===== src/rtl/i2c_init_sequencer.sv =====
// Boot-time I2C register loader: walks a parameter table of {reg,data} writes and drives
// one i2c_master over its valid/ready/error handshake, with per-entry retry and inter-command gap.
module i2c_init_sequencer #(
  parameter int                    N_CMDS      = 10,
  parameter logic [N_CMDS*16-1:0]  INIT_TABLE  = '0,
  parameter logic [6:0]            DEV_ADDR    = 7'h1A,
  parameter int                    MAX_RETRIES = 3,
  parameter int                    GAP_CYCLES  = 4,
  parameter bit                    AUTO_START  = 1'b1,
  localparam int                   IW          = $clog2(N_CMDS + 1),
  localparam int                   RW          = $clog2(MAX_RETRIES + 1)
) (
  input  logic          i2c_clk,
  input  logic          rst_n,
  input  logic          start,
  output logic          busy,
  output logic          done,
  output logic          fail,
  output logic [IW-1:0] cmd_index,
  output logic [RW-1:0] retry_cnt,
  output logic [6:0]    slav_addr,
  output logic          read_not_write,
  output logic [7:0]    reg_addr,
  output logic [7:0]    write_data,
  output logic          write_valid,
  input  logic          write_ready,
  input  logic          error
);

  typedef enum logic [2:0] {
    S_IDLE, S_LOAD, S_REQ, S_BUSY, S_FINISH, S_GAP, S_DONE, S_FAIL
  } state_t;

  localparam int              GW       = (GAP_CYCLES > 1) ? $clog2(GAP_CYCLES) : 1;
  localparam int              GAP_LAST = (GAP_CYCLES > 0) ? GAP_CYCLES - 1 : 0;
  localparam logic [IW-1:0]   LAST_IDX = IW'(N_CMDS - 1);
  localparam logic [RW-1:0]   MAX_CNT  = RW'(MAX_RETRIES);
  localparam state_t          S_AFTER  = (GAP_CYCLES == 0) ? S_LOAD : S_GAP;

  state_t        r_state, w_next;
  logic [IW-1:0] r_cmd_index;
  logic [RW-1:0] r_retry_cnt;
  logic [GW-1:0] r_gap_cnt;
  logic [7:0]    r_reg_addr, r_write_data;

  logic [15:0]   w_entry;
  logic [RW-1:0] w_retry_next;
  logic          w_nack, w_launch, w_cmd_inc, w_retry_inc, w_retry_clr;

  assign w_entry      = INIT_TABLE[{r_cmd_index, 4'b0000} +: 16];
  assign w_retry_next = r_retry_cnt + RW'(1);

  always_comb begin
    // NOTE: every signal gets a default before the case so no path leaves one unassigned (no latches).
    w_next      = r_state;
    w_launch    = 1'b0;
    w_cmd_inc   = 1'b0;
    w_retry_inc = 1'b0;
    w_retry_clr = 1'b0;
    // An X/Z error fails the equality test and is therefore taken as a NACK.
    w_nack      = 1'b1;
    if (error == 1'b0) w_nack = 1'b0;

    case (r_state)
      S_IDLE:   if (start || AUTO_START) begin
                  w_next   = S_LOAD;
                  w_launch = 1'b1;
                end
      S_LOAD:   w_next = S_REQ;
      S_REQ:    if (write_ready) w_next = S_BUSY;
      S_BUSY:   if (!write_ready) w_next = S_FINISH;
      S_FINISH: if (write_ready) begin
                  if (!w_nack) begin
                    w_retry_clr = 1'b1;
                    if (r_cmd_index == LAST_IDX) begin
                      w_next = S_DONE;
                    end else begin
                      w_cmd_inc = 1'b1;
                      w_next    = S_AFTER;
                    end
                  end else begin
                    w_retry_inc = 1'b1;
                    w_next      = (w_retry_next == MAX_CNT) ? S_FAIL : S_AFTER;
                  end
                end
      S_GAP:    if (r_gap_cnt == GW'(GAP_LAST)) w_next = S_LOAD;
      S_DONE,
      S_FAIL:   if (start) begin
                  w_next   = S_LOAD;
                  w_launch = 1'b1;
                end
      default:  w_next = S_IDLE;
    endcase
  end

  // NOTE: state-holding processes use non-blocking assignments so all registers update together.
  always_ff @(posedge i2c_clk or negedge rst_n) begin
    if (!rst_n) r_state <= S_IDLE;
    else        r_state <= w_next;
  end

  always_ff @(posedge i2c_clk or negedge rst_n) begin
    if (!rst_n) begin
      r_cmd_index  <= '0;
      r_retry_cnt  <= '0;
      r_gap_cnt    <= '0;
      r_reg_addr   <= '0;
      r_write_data <= '0;
    end else begin
      if (w_launch) begin
        r_cmd_index <= '0;
        r_retry_cnt <= '0;
      end else begin
        if (w_cmd_inc)        r_cmd_index <= r_cmd_index + IW'(1);
        if (w_retry_clr)      r_retry_cnt <= '0;
        else if (w_retry_inc) r_retry_cnt <= w_retry_next;
      end

      // Command fields are latched once per attempt and held steady through the transfer.
      if (r_state == S_LOAD) begin
        r_reg_addr   <= w_entry[15:8];
        r_write_data <= w_entry[7:0];
      end

      if (r_state == S_GAP) r_gap_cnt <= r_gap_cnt + GW'(1);
      else                  r_gap_cnt <= '0;
    end
  end

  assign busy           = !(r_state inside {S_IDLE, S_DONE, S_FAIL});
  assign done           = (r_state == S_DONE);
  assign fail           = (r_state == S_FAIL);
  assign write_valid    = (r_state == S_REQ);
  assign cmd_index      = r_cmd_index;
  assign retry_cnt      = r_retry_cnt;
  assign slav_addr      = DEV_ADDR;
  assign read_not_write = 1'b0;
  assign reg_addr       = r_reg_addr;
  assign write_data     = r_write_data;

endmodule


===== config.mk =====
export PLATFORM = sky130hd
export DESIGN_NAME = i2c_init_sequencer
export DESIGN_NICKNAME = d
export VERILOG_FILES = /design/src/rtl/i2c_init_sequencer.sv
export SDC_FILE = /design/constraint.sdc
export NUM_CORES = 1
export LEC_CHECK = 0
export CAP_MARGIN = 10
export CORE_MARGIN = 10
export CORE_UTILIZATION = 44
export CTS_CLUSTER_SIZE = 10
export DETAILED_ROUTE_END_ITERATION = 6
export PLACE_DENSITY = 0.84
export SKIP_LAST_GASP = 1
export SLEW_MARGIN = 30
export SYNTH_ARGS = -nofsm -noshare
export SYNTH_HDL_FRONTEND = slang
export SYNTH_SLANG_ARGS = --single-unit

===== constraint.sdc =====
create_clock -name i2c_clk -period 2.4 [get_ports i2c_clk]
set_input_delay 0.48 -clock i2c_clk [delete_from_list [all_inputs] [get_ports i2c_clk]]
set_output_delay 0.48 -clock i2c_clk [all_outputs]
set_load 0.05 [all_outputs]

After elaboration in Yosys (flattened, before gate mapping)
Index checks and enable logic that the tools add are counted.

word-level totals
  input bits = 5
  word-level logic and storage cells = 59
  output and inout port bits = 34
  register bits after elaboration = 27

cells by class
  add/subtract/negate cells = 3
  multiplexer cells = 27
  reductions and logical operators = 7
  shifts and indexed selects = 1
  equal/unequal tests = 15

operators by type and width
  cell                                                                             count
  160-bit by 9-bit variable part select with 16-bit output (first input constant)  1
  3-bit one-hot mux with 7 select lines                                            1
  3-bit two-way mux                                                                6
  3-bit == test (second input constant)                                            4
  2-bit two-way mux                                                                6
  1-bit two-way mux                                                                11
  4-bit two-way mux                                                                2
  2-bit != test (second input constant)                                            4
  3-bit by 2-bit == test with 1-bit output (second input constant)                 2
  3-bit nonzero test                                                               2
  5-bit AND reduction                                                              1
  2-bit by 1-bit adder with 2-bit output (second input constant)                   2
  4-bit by 1-bit adder with 4-bit output (second input constant)                   1
  2-bit == test (second input constant)                                            2
  4-bit == test (second input constant)                                            1
  3-bit by 1-bit == test with 1-bit output (second input constant)                 1
  3-bit zero test                                                                  1
  2-bit by 1-bit != test with 1-bit output (second input constant)                 1
  1-bit one-hot mux with 2 select lines                                            1
  2-bit nonzero test                                                               1
  2-bit OR reduction                                                               1
  1-bit zero test                                                                  1

Depth between registers and ports, before layout
  word-level depth = 7
  gate-level depth with buffers = 5
  gate-level depth less buffers = 5

Worst setup path after synthesis
No wires, ideal clock.

  path type = register to output
  from = register r_state[1]
  to = output port write_valid
  slack = 0.115 ns
  required time = 1.920 ns
  stages on the path, launching flop included = 3
  data arrival time = 1.805 ns
  path buffers = 1
  cells stage by stage = dfrtp_1 -> clkbuf_1 -> nor3b_1

on the way
  longest elaborated chain between the ends = 1

ends and longest elaborated chain
  what                                      RTL line  source
  start, declared                           40        state_t r_state, w_next;
  start signal, assigned                    99        else r_state <= w_next;
  3-bit by 2-bit == test with 1-bit output  133       assign write_valid = (r_state == S_REQ);
  end, declared                             25        output logic write_valid,

Every way passes these cells.

Final worst setup path
  from = register r_state[2]
  to = output port busy

on the way
  longest elaborated chain between the ends = 3
  elaborated cells on any way between the ends = 5
  classes of those cells = eq/ne (2); reduce/logical (3)

ends and longest elaborated chain
  what                                                     RTL line  source
  3-bit == test / 3-bit zero test (equally long branches)  130       assign busy = !(r_state inside {S_IDLE, S_DONE, S_FAIL});
  3-bit nonzero test *                                     130
  1-bit zero test *                                        130
  end, declared                                            16        output logic busy,

Every way passes the cells marked *; elsewhere a longest branch is shown, timed or not.

==> out/qor.txt <==
PostCTS Resize Cnt: 0
GPL Wtd Cong: 0.710
Main synth FF type: dfrtp_1
DR pass1 iterations: 4
Netlist cell types: 29
initial core utilization: 0.483
number of global-route vias before repair: 671
Post-synth EDFFs: 0
CTS Buf Count: 3
Post-Syn Area: 861 um^2
clock latency on the worst-skew pair: 270 ps
commonest non-fill, non-tap cell in the layout: conb_1
Fin. Hold Viols: 0
GRT Util Overall: 0.0868
worst min path class: reg2reg
Die Ht: 64.2 um
grt ovf: 0
initial antenna violation count: 0
final WL: 1.80 mm
die footprint: 4130 um^2
via/cell ratio: 4.77
Root Driver: clkbuf_4
Die Wd: 64.2 um
routed length per placed instance: 13.4 um
largest net degree at the start of global routing: 16
hold buffers post-CTS: 0
CTS clk-pin slew, worst paths: 70 ps
CORE AREA: 1780 um^2
CTS tree: yes
IO Pins: 39
n_diodes: 0
DRT iter0 DRCs: 10
TNS Setup: 0 ps
slew of the pin with the lowest slew margin: 504 ps
synth-to-layout area growth: 8.87%
Critical Path Slowest Stage Cell: dfrtp_1
ratio of cells with drive above 1 in the final layout: 0.0826
FF+latch count, synth: 11
Max Clock Freq: 475 MHz
Hold Slack: 457 ps
Critical Path RT: 1920 ps
RSZ-0062 raised after global routing: no
Detail Route Antenna Nets: 0
Rel. slew slack: 0.663
Max VDD drop: 787 uV
Final setup viols: 0
Core Util, Final: 0.526
crit path cell chain: or3_1, and2_1, buf_4
synth warn: 0
Critical Path Fanout Max: 15
cell family with most CP delay: simple AND/OR/NAND/NOR gates
most frequent cells in the layout: conb_1 (24), dfrtp_1 (11), nand2_1 (10), clkdlybuf4s50_1 (10)
# DRC: 0
Seq/Total Area, Yosys: 0.320
final std cells w/o fill: 134
Cell Pwr Density: 1070 nW/um^2
outcome: finished clean
first-pass GRT wire length: 2.99 mm
slowest stage delay, CP: 540 ps
via count: 639
Crit Path Class: reg2out
CP startpoint kind: flop
max-cap violation count: 0
fin crit share: 0.877
Max Root-Sink Buffers: 2
Nets: 119
Tmin final: 2100 ps
Gate Count Post-Synth: 96
number of setup buffers added after CTS: 0
placed insts: 130
H-tree levels: 1
Max Slew Vio Count: 0
post-DP HPWL: 1.47 mm
port bufs: 14
Mean Syn Cell Area: 8.97 um^2
CP arrival: 1620 ps
Critical Path End Type: primary output
Clock Sinks: 11
Synth async-reset ratio: 1.00
leakage: 0.000445 uW
num rows: 15
final clock skew: 2.68 ps
CP bufs+invs: 1
[routing by layer]
metal,GRT usage,share of wire
met5,0,0
met4,0.0294,0.0095
met3,0.0645,0.13
met2,0.133,0.43
met1,0.0909,0.42
[final timing paths]
kind                              start           end  slack, ps  cells after the start
setup / recovery             r_state[2]          busy        300                      3
min in group asynchronous         rst_n    r_state[2]        540                      1
hold reg to reg            r_gap_cnt[0]  r_gap_cnt[0]        460                      1
max in group asynchronous         rst_n    r_state[1]       1520                      1
setup reg to reg             r_state[1]  cmd_index[3]        980                      3
hold / removal             r_gap_cnt[0]  r_gap_cnt[0]        460                      1
[power by group]
group          total (uW)  internal [uW]  switching, uW
clock network         131           64.4           66.3
registers             329            229           99.2
logic                 540            180            360
[synthesized netlist by cell type (2+ instances only)]
| master | n | share of area |
|---|---|---|
| buf_4 | 24 | 0.21 |
| dfrtp_1 | 11 | 0.32 |
| nand2_1 | 10 | 0.044 |
| a21oi_1 | 5 | 0.029 |
| nand3_1 | 5 | 0.029 |
| ha_1 | 4 | 0.058 |
| inv_1 | 3 | 0.013 |
| mux2i_1 | 3 | 0.035 |
| nand3b_1 | 3 | 0.026 |
| nor3b_1 | 3 | 0.026 |
| o21ai_0 | 3 | 0.017 |
| buf_2 | 2 | 0.012 |
| conb_1 | 2 | 0.0087 |
| nand4b_1 | 2 | 0.020 |
| or3_1 | 2 | 0.015 |
[worst register-to-register path, cell delays in order (launching register included)]
cell and delay [ps]:
dfrtp_1 510, nand4bb_4 320, or3_1 370, a21oi_1 150
[layout make-up]
type                       count  area (um^2)
clock buffer                   4         26.3
multi-input combinational     77          463
sequential                    11          275
timing repair buffer          14          130
tap                           25         31.3
inverter                       3         11.3
fill                         177          846
[logic make-up after synthesis]
logic type      share of synthesized area
other cells                       0.00872
buf+inv                             0.238
mux                                0.0349
flops                               0.320
compound gates                     0.0814
simple gates                        0.259
fa+ha+maj                          0.0581
[per-stage QoR]
step / area (um^2) / power [uW] / worst slack (ps)
5_1_grt: 937 / 1070 / 189
3_5_place_dp: 911 / 874 / 585
2_1_floorplan: 943 / 772 / 115
4_1_cts: 937 / 1010 / 286
3_3_place_gp: 911 / 856 / 596
6_report: 937 / 999 / 295
[state kept, by name (all words and copies together) (netlist names)]
register   flops
cmd_index      4
r_gap_cnt      2
r_state        3
retry_cnt      2
Power figures use the tool's default switching activity.
